## src/rtl/muldiv_unit.sv

```systemverilog
// Iterative 16-bit unsigned multiply/divide unit.
// Writes lo/quotient and then hi/remainder back to the register file on two consecutive cycles.
module muldiv_unit #(
    parameter int WIDTH = 16,
    parameter int SEL_W = 4
) (
    input  logic             cpu_clk,
    input  logic             cpu_rst,
    input  logic             start,
    input  logic             op,
    input  logic [WIDTH-1:0] a_in,
    input  logic [WIDTH-1:0] b_in,
    input  logic [SEL_W-1:0] dst_lo,
    input  logic [SEL_W-1:0] dst_hi,
    output logic             busy,
    output logic             done,
    output logic             wb_we,
    output logic [SEL_W-1:0] wb_dst,
    output logic [WIDTH-1:0] wb_val,
    output logic             div_by_zero
);

    typedef enum logic [1:0] {IDLE, CALC, WB_LO, WB_HI} state_t;

    state_t           state;
    logic             op_div;
    logic [WIDTH-1:0] opnd;
    logic [WIDTH-1:0] acc_hi;
    logic [WIDTH-1:0] acc_lo;
    logic [SEL_W-1:0] dlo;
    logic [SEL_W-1:0] dhi;
    logic [4:0]       cnt;

    logic [WIDTH:0]   sum;
    logic [WIDTH:0]   shifted;
    logic [WIDTH-1:0] nxt_hi;
    logic [WIDTH-1:0] nxt_lo;

    // acc_hi/acc_lo hold {product hi, multiplier} for MULU and {remainder, dividend/quotient} for DIVU
    always_comb begin
        sum     = {1'b0, acc_hi} + (acc_lo[0] ? {1'b0, opnd} : '0);
        shifted = {acc_hi, acc_lo[WIDTH-1]};
        nxt_hi  = sum[WIDTH:1];
        nxt_lo  = {sum[0], acc_lo[WIDTH-1:1]};
        if (op_div) begin
            if (shifted >= {1'b0, opnd}) begin
                nxt_hi = WIDTH'(shifted - {1'b0, opnd});
                nxt_lo = {acc_lo[WIDTH-2:0], 1'b1};
            end else begin
                nxt_hi = shifted[WIDTH-1:0];
                nxt_lo = {acc_lo[WIDTH-2:0], 1'b0};
            end
        end
    end

    always_ff @(posedge cpu_clk or posedge cpu_rst) begin
        if (cpu_rst) begin
            state       <= IDLE;
            op_div      <= 1'b0;
            opnd        <= '0;
            acc_hi      <= '0;
            acc_lo      <= '0;
            dlo         <= '0;
            dhi         <= '0;
            cnt         <= '0;
            busy        <= 1'b0;
            done        <= 1'b0;
            wb_we       <= 1'b0;
            wb_dst      <= '0;
            wb_val      <= '0;
            div_by_zero <= 1'b0;
        end else begin
            case (state)
                IDLE: begin
                    if (start) begin
                        op_div      <= op;
                        dlo         <= dst_lo;
                        dhi         <= dst_hi;
                        div_by_zero <= 1'b0;
                        busy        <= 1'b1;
                        cnt         <= 5'(WIDTH);
                        acc_hi      <= '0;
                        if (op && (b_in == '0)) begin
                            div_by_zero <= 1'b1;
                            acc_hi      <= a_in;
                            wb_we       <= 1'b1;
                            wb_dst      <= dst_lo;
                            wb_val      <= '1;
                            state       <= WB_LO;
                        end else begin
                            opnd   <= op ? b_in : a_in;
                            acc_lo <= op ? a_in : b_in;
                            state  <= CALC;
                        end
                    end
                end
                CALC: begin
                    acc_hi <= nxt_hi;
                    acc_lo <= nxt_lo;
                    cnt    <= cnt - 5'd1;
                    // Final step result goes straight into the registered write port
                    if (cnt == 5'd1) begin
                        wb_we  <= 1'b1;
                        wb_dst <= dlo;
                        wb_val <= nxt_lo;
                        state  <= WB_LO;
                    end
                end
                WB_LO: begin
                    wb_dst <= dhi;
                    wb_val <= acc_hi;
                    done   <= 1'b1;
                    state  <= WB_HI;
                end
                WB_HI: begin
                    wb_we  <= 1'b0;
                    wb_dst <= '0;
                    wb_val <= '0;
                    done   <= 1'b0;
                    busy   <= 1'b0;
                    state  <= IDLE;
                end
                default: state <= IDLE;
            endcase
        end
    end

endmodule

```

## config.mk

```make
export PLATFORM = sky130hd
export DESIGN_NAME = muldiv_unit
export DESIGN_NICKNAME = d
export VERILOG_FILES = /design/src/rtl/muldiv_unit.sv
export SDC_FILE = /design/constraint.sdc
export NUM_CORES = 1
export LEC_CHECK = 0
export ABC_AREA = 0
export ABC_CLOCK_PERIOD_IN_PS = 3900
export CORE_ASPECT_RATIO = 1.4
export CORE_MARGIN = 3
export CORE_UTILIZATION = 58
export CTS_CLUSTER_DIAMETER = 120
export DETAILED_ROUTE_END_ITERATION = 8
export HOLD_SLACK_MARGIN = 0.06
export PLACE_DENSITY = 0.93
export SLEW_MARGIN = 30
export SYNTH_ARGS = -nofsm -noshare
export SYNTH_HDL_FRONTEND = slang
export SYNTH_SLANG_ARGS = --single-unit
```

## constraint.sdc

```tcl
create_clock -name cpu_clk -period 3.9 [get_ports cpu_clk]
set_input_delay 0.78 -clock cpu_clk [delete_from_list [all_inputs] [get_ports cpu_clk]]
set_output_delay 0.78 -clock cpu_clk [all_outputs]
set_load 0.005 [all_outputs]
```

* After elaboration in Yosys (flattened, before gate mapping)
Index checks and enable logic that the tools add are counted.
** Word-level totals
- Register bits :: 88
- Output and inout port bits :: 24
** Cells by class
- $add $sub $neg :: 3
- Equality and inequality tests :: 8
- $lt $le $gt $ge :: 1
- Reductions and logical operators :: 15
- Mux-type cells :: 35
- Bitwise operators :: 1
** Operators with widths (count)
- $mux 16 :: 13
- $pmux 16 s2 :: 2
- $pmux 16 s4 :: 1
- $add 16x16->17 :: 1
- $ge 17x16->1 :: 1
- $logic_not 16->1 :: 1
- $pmux 4 s4 :: 1
- $sub 16x16->16 :: 1
- $mux 4 :: 3
- $pmux 5 s2 :: 1
- $reduce_and 3->1 :: 3
- $ne 2x2->1 const B :: 4
- $pmux 2 s4 :: 1
- $reduce_and 2->1 :: 4
- $mux 1 :: 6
- $mux 2 :: 3
- $reduce_bool 2->1 :: 3
- $eq 5x1->1 const B :: 1
- $mux 5 :: 1
- $sub 5x1->5 const B :: 1
- $eq 2x2->1 const B :: 2
- $pmux 1 s2 :: 2
- $reduce_and 4->1 :: 1
- $pmux 1 s3 :: 1
- other kinds (5) :: 5

* Logic depth before layout (Yosys ltp)
Gate-level depths: netlist of run 1.
- Depth after elaboration :: 5
- Depth in mapped cells :: 13

* Least setup slack after synthesis of run 1
No wires, ideal clock.
- Path type :: register to register
- Start point :: register acc_lo[0]
- End point :: register acc_hi[13]
- Period minus slack after synthesis :: 3.140 ns
- Library setup time :: 0.082 ns
- Stages on the path, launching flop included :: 14
- Setup slack :: 0.760 ns
- Data arrival time :: 3.058 ns
- Cell sequence :: dfrtp_1 -> clkbuf_1 -> and2_1 -> ha_1 -> fa_1 -> a211o_1 -> a21oi_1 -> o21ai_1 -> o41a_1 -> a21o_1 -> a21oi_1 -> nor2b_1 -> o32a_1 -> a31oi_1
** On the way
- Longest elaborated chain between the ends :: 4
** RTL lines
- start: declaration :: line 29 : logic [WIDTH-1:0] acc_lo;
- start signal: assignment :: line 92 : acc_lo <= op ? a_in : b_in;
- start signal: assignment :: line 99 : acc_lo <= nxt_lo;
- $mux 16 :: line 41 : sum = {1'b0, acc_hi} + (acc_lo[0] ? {1'b0, opnd} : '0);
- $add 16x16->17 :: line 41
- $mux 16 :: line 45 : if (op_div) begin
- $pmux 16 s2 :: line 73 : case (state)
- end signal: assignment :: line 85 : acc_hi <= a_in;
- end signal: assignment :: line 98 : acc_hi <= nxt_hi;
- end: declaration :: line 28 : logic [WIDTH-1:0] acc_hi;
No other way between the ends.
A chain may end at the register's enable or synchronous reset.

* Final worst setup path of run 1
Ends and elaborated chain as after synthesis.

==> results of run 1 <==
[synthesized netlist by cell type (all sizes together) (2+ instances only)]
cell type / n
nand2: 100
dfrtp: 88
o21ai: 66
nor2: 62
mux2i: 42
ha: 39
mux2: 38
a21oi: 35
inv: 30
a31oi: 25
clkbuf: 24
and2: 19
xnor2: 14
nand3: 12
xor2: 11
a21o: 10
buf: 10
a211oi: 6
a221oi: 6
a22oi: 5
nor2b: 5
nor3: 5
o211ai: 5
o21a: 5
a211o: 4
nand2b: 4
o31ai: 4
o41ai: 3
or3: 3
or4: 3
a31o: 2
and3: 2
fa: 2
nand4: 2
nor4: 2
o2111ai: 2
o22ai: 2
[where the power goes]
group,internal (mW),switching (mW)
Clock,0.562,0.372
Combinational,1.98,2.62
Sequential,1.37,0.485
Total,3.92,3.47
[worst reg2reg max path: stages, from the launching register on]
cell and delay, ns:
dfrtp_1 0.58, and2_1 0.27, ha_1 0.21, fa_1 0.43, a211o_1 0.33, a21oi_1 0.22, o21ai_1 0.13, o41a_1 0.36
a21o_1 0.19, a21oi_1 0.17, nor2b_1 0.09, o32a_1 0.35, a31oi_1 0.17
[worst max-delay path by stage]
| stage | start | end | slack, ns | depth (start not counted) |
|---|---|---|---|---|
| finish | acc_lo[0] | acc_hi[13] | 0.34 | 12 |
| global placement | b_in[4] | wb_val[2] | 0.56 | 9 |
| CTS | acc_lo[0] | acc_hi[13] | 0.49 | 12 |
| global route | acc_lo[0] | acc_hi[13] | 0.27 | 12 |
| floorplan | acc_lo[0] | acc_hi[13] | 0.76 | 13 |
| detailed placement | b_in[1] | wb_val[7] | 0.46 | 10 |
[stage by stage]
step                      std cells  hold slack (ns)  instance area, µm²  setup WS [ns]
after floorplan                 710            0.463                6240          0.760
after global placement          894            0.470                7030          0.556
after detailed placement        894            0.493                7030          0.464
after CTS                       910            0.508                7350          0.485
after global routing            910            0.526                7360          0.267
final                           910            0.505                7360          0.338
[area by class of cell]
| class | instances | area, µm² |
|---|---|---|
| clock buffers | 9 | 225 |
| clock inverters | 7 | 95.1 |
| fillers | 748 | 3100 |
| inverters | 31 | 118 |
| multi-input cells | 557 | 3780 |
| flip-flops and latches | 88 | 2200 |
| well taps | 138 | 173 |
| repair buffers | 80 | 763 |
[placed cells by master (no fill, tap or decap), drive strengths merged, types with 5 or more instances in the layout]
cell,count
o21ai,66
xnor2,14
a21o,10
mux2,38
a22oi,5
xor2,11
inv,30
dfrtp,88
a31oi,25
nor2b,5
o21a,5
a221oi,6
clkdlybuf4s50,66
nor3,5
and2,19
clkinv,5
ha,39
clkbuf,9
mux2i,42
nand3,12
nor2,62
o211ai,5
a211oi,6
a21oi,35
buf,14
nand2,100
[state kept, by name, indices dropped and copies added (netlist names)]
signal and count:
wb_val 16, busy 1, cnt 5, done 1
acc_hi 16, wb_we 1, op_div 1, opnd 16
dlo 4, dhi 4, wb_dst 4, div_by_zero 1
state 2, acc_lo 16
[layer usage]
| metal | vias up | track usage, % | routed length [µm] |
|---|---|---|---|
| met1 | 2789 | 40.1 | 6840 |
| met5 | - | 0 | 0 |
| met3 | 78 | 5.67 | 1630 |
| li1 | 2647 | - | - |
| met4 | 0 | 15.1 | 864 |
| met2 | 384 | 54.0 | 9350 |
[logic make-up (layout without fill, tap and decap cells)]
kind of cell,Yosys count,in the layout,share of synthesized area [%]
simple gates,223,223,15.9
compound gates,188,188,19.1
flops,88,88,35.3
mux,80,80,13.6
buf+inv,65,127,4.19
fa+ha+maj,41,41,8.46
xor+xnor,25,25,3.51
==> metrics.txt, run 1 <==
Final period util 91.3%; Slew @ Worst Pin approximately 0.91 ns; worst reg2reg setup slack 0.34 ns; Leak 3.29 nW; Detailed Routing Iterations Pass 1 5; fmax 0.281 GHz; Net Count, Synth 795; Core ar. 10500 µm²; port buffer count 67; CP Capture Type flip-flop; cell mode on critical path a21oi_1; status complete, no violations; Post-Syn Area per Cell 8.79 µm²; clk slew on worst S/H paths 0.07 ns; die footprint 12100 µm²; Layout Nets approximately 850; number of synthesized flops with an enable pin 0; clk_lat worst skew 0.34 ns; Worst Reg-to-Reg Cells 12; setup TNS 0 ns; Synth top area share a little over a third; Primary FF master, synth dfrtp_1; DP Wirelength 13.8 mm; Max clock buf depth 2; Die H 129 µm; Synth area leaders dfrtp_1 35%, ha_1 7.8%, mux2i_1 6.7%, mux2_2 6.3%, nand2_1 6.0%; slew margin rel. 39.5%; Top delay family on crit path compound AO/OA/AOI/OAI gates; HP Start done; wire per inst 20.5 µm; Setup crit start kind flip-flop; critical path arrival 3.82 ns; post-CTS sizing 0; largest net degree at the start of global routing 48; initial DRC count 691; GRT overflow 0; clock tree from TritonCTS done; GR Util All Layers roughly a third; WP buf/inv 0; #FFs+latches synth 88; CTS buffer count 9; Crit Path Category flip-flop to flip-flop; Yosys top cell by area dfrtp_1; Slowest-stage cell, CP dfrtp_1; Final Power 7.39 mW; post-layout util 70.3%; number of global-route vias before repair 5930; asr flop ratio synth 100%; H-tree Lvls 3; layout cells sized above 1 9.97%; ant diodes 0; Hold Path Sink done; Worst EP required approximately 4.2 ns; # rows 44; post-CTS setup buffers 0; via count 5898; Ports 68; first-pass GRT wire length 30.3 mm; clock sinks 88; count of final setup violators 0; Synthesis Warnings 0; sequential area share after synthesis 35.3%; maximum vdd drop 0.621 mV; r2r startpoint acc_lo[0]; die width 93.7 µm; clock root buffer master clkbuf_16; Post-CTS Hold Buffers 0; CP max FO 18; initial antenna violation count 0; HP Class flip-flop to flip-flop; final count of pins violating max slew 0; Worst R2R End acc_hi[13]; Post-route DRC 0; max-cap viol count 0; unrepaired setup endpoints after global routing no; crit path cell chain and2_1, ha_1, fa_1, a211o_1, a21oi_1, o21ai_1, o41a_1, a21o_1, a21oi_1, nor2b_1, o32a_1, a31oi_1; P per Cell Area 1010 nW/µm²; Initial Util roughly three fifths; Detail Route Antenna Nets 0; vias per inst 6.48; cells after synthesis 710; minimum clock period ~3.6 ns; library cells used by synthesis 61; area delta synth->final 17.9%; crit-path max cell delay roughly 0.58 ns; hold-critical path depth 2; endpoints failing hold 0; WL final 18.7 mm; clock skew slightly below 0.005 ns; Mapped Area 6240 µm²; routability cong. between 0.9 and 1
Note: power is estimated with default switching activity, not from simulation.
==> run 2, diff against run 1 <==
Settings changed: PLACE_DENSITY 0.93 to 0.82, REMOVE_ABC_BUFFERS set to 1, TNS_END_PERCENT set to 50.
==> run 2 against run 1 <==
Clock skew rose by 0.0035 ns. Worst setup slack better by 0.14 ns. Largest power group unchanged. Clock-buffer cell count stayed put. Global-route usage fell by 3.4 points. Critical path depth unchanged. Fmax increased by 4.1%. Via count fell by 5.7%. Core utilization is 0.39 points lower. Combinational power is 3% lower. Sequential share of layout area up 0.17 points. Die area unchanged. Critical endpoint unchanged. Worst hold slack worse by 0.0088 ns.
==> metrics.txt, run 2 (synthesis gave the netlist of run 1 again) <==
status complete, no violations; Leak 3.27 nW (-0.61%); Cell Int Power 3.80 mW (-3.1%); clock root buffer master clkbuf_16; ant diodes 0 (unchanged); Detailed Routing Iterations Pass 1 5 (unchanged); endpoints failing hold 0 (unchanged); Post-route DRC 0 (unchanged); unrepaired setup endpoints after global routing no; Slowest-stage cell, CP dfrtp_1; Slew @ Worst Pin 0.869 ns (-0.0393 ns); count of final setup violators 0 (unchanged); Layout Nets 851 (-0.12%); die footprint 12100 µm² (unchanged); minimum clock period 3.42 ns (-0.141 ns); fmax 0.292 GHz (+4.1%); Fin Hold WS 0.496 ns (-0.00881 ns); Top delay family on crit path compound AO/OA/AOI/OAI gates; layout cells sized above 1 9.86% (-0.12 points); wire per inst 18.6 µm (-9.5%); post-layout util 69.9% (-0.39 points); initial antenna violation count 0 (unchanged); vias per inst 6.12 (-5.6%); CTS buffer count 9 (unchanged); crit path cell chain and2_1, ha_1, fa_1, a211o_1, a21oi_1, o21ai_1, o41a_1, a21o_1, a21oi_1, nor2b_1, o32a_1, a31oi_1; Setup crit start kind flip-flop; WP buf/inv 0 (unchanged); GR Util All Layers 28.7% (-3.4 points); CP max FO 18 (unchanged); pre-CTS setup slack 0.508 ns (+0.0439 ns); largest net degree at the start of global routing 52 (+8.3%); area delta synth->final 17.2%; setup TNS 0 ns (unchanged); routability cong. 0.934 (-5.0%); slew margin rel. 42.1% (+2.6 points); clk_lat worst skew 0.34 ns (about the same); sequential share of power 25.6% (+0.5 points); post-CTS sizing 0 (unchanged); H-tree Lvls 3 (unchanged); die width 93.7 µm (unchanged); Max clock buf depth 2 (unchanged); cell mode on critical path a21oi_1; GRT overflow 0 (unchanged); Final WS setup 0.479 ns (+0.141 ns); Filler Cells Inserted 841 (+12%); Worst EP required 4.17 ns (about the same); clock sinks 88 (unchanged); number of global-route vias before repair 5494 (-7.4%); Final period util 87.7% (-3.6 points); DP Wirelength 13.0 mm (-5.8%); via count 5559 (-5.7%); port buffer count 67 (unchanged); Final Power 7.13 mW (-3.6%); HP Class flip-flop to flip-flop; Comb power frac 62.6% (+0.3 points); maximum vdd drop 0.687 mV (+11%); most frequent cells in the layout 99 x nand2_1, 88 x dfrtp_1, 66 x clkdlybuf4s50_1; Core ar. 10500 µm² (unchanged); Crit Path Category flip-flop to flip-flop; crit-path max cell delay 0.55 ns (-0.03 ns); final count of pins violating max slew 0 (unchanged); max-cap viol count 0 (unchanged); clock skew 0.00848 ns (+0.00350 ns); post-CTS setup buffers 0 (unchanged); # rows 44 (unchanged); Ports 68 (unchanged); clk slew on worst S/H paths 0.07 ns (about the same); Detail Route Antenna Nets 0 (unchanged); most common cell after layout, fill and taps aside nand2_1; first-pass GRT wire length 27.4 mm (-9.7%); P per Cell Area 975 nW/µm² (-3.0%); Post-CTS Hold Buffers 0 (unchanged); Die H 129 µm (unchanged); initial DRC count 366 (-47%); critical path arrival 3.69 ns (-0.13 ns); clock tree from TritonCTS done; switching power of the nets 3.33 mW (-4.0%); clock power share 11.8% (-0.8 points); Initial Util 59.7% (unchanged); CP Capture Type flip-flop; sw frac 46.8% (-0.23 points); WL final 16.9 mm (-9.6%)
## run 2: worst min-delay path, cell delays in order, from the launching register on
cell and delay (ns):
dfrtp_1 0.35, nand2_1 0.05, o21ai_0 0.06
## run 2: area by class of cell
class,instances,area [µm²],share of cell area [%]
multi-input combinational,557,3780,51.7
timing repair buffer,79,756,10.3
clock inverter,7,61.3,0.838
inverter,31,118,1.61
sequential,88,2200,30.1
tap,138,173,2.36
clock buffer,9,225,3.08
## run 2: routing by layer
metal	track usage [%]	share of wire (%)	vias to the layer above	routed length (µm)
met4	11.2	2.5	0	430
met2	49.7	51	219	8600
met5	0	0	-	0
li1	-	-	2645	-
met1	36.3	41	2664	6870
met3	3.98	5.7	31	967
## run 2: power by group through the flow
stage / Combinational [mW] / Sequential, mW / Clock, mW
after floorplan: 3.18 / 1.70 / 0
after global placement: 4.25 / 1.81 / 0
after detailed placement: 4.39 / 1.83 / 0
after CTS: 4.43 / 1.81 / 0.849
after global routing: 4.94 / 1.88 / 0.881
final: 4.46 / 1.82 / 0.843
## run 2: worst paths after layout
kind	from	to	slack, ns	cells after the start
min in group asynchronous	cpu_rst	acc_lo[5]	0.81	2
worst min register to register	wb_dst[2]	wb_dst[2]	0.50	2
worst max-delay path	acc_lo[0]	acc_hi[13]	0.48	12
worst min-delay path	wb_dst[2]	wb_dst[2]	0.50	2
worst max register to register	acc_lo[0]	acc_hi[13]	0.48	12
max in group asynchronous	cpu_rst	state[1]	2.29	3
## run 2: stage by stage
stage                     instance area [µm²]  std cells
after CTS                                7310        909
final                                    7310        909
after detailed placement                 7030        893
after floorplan                          6100        676
after global placement                   7030        893
after global routing                     7310        909
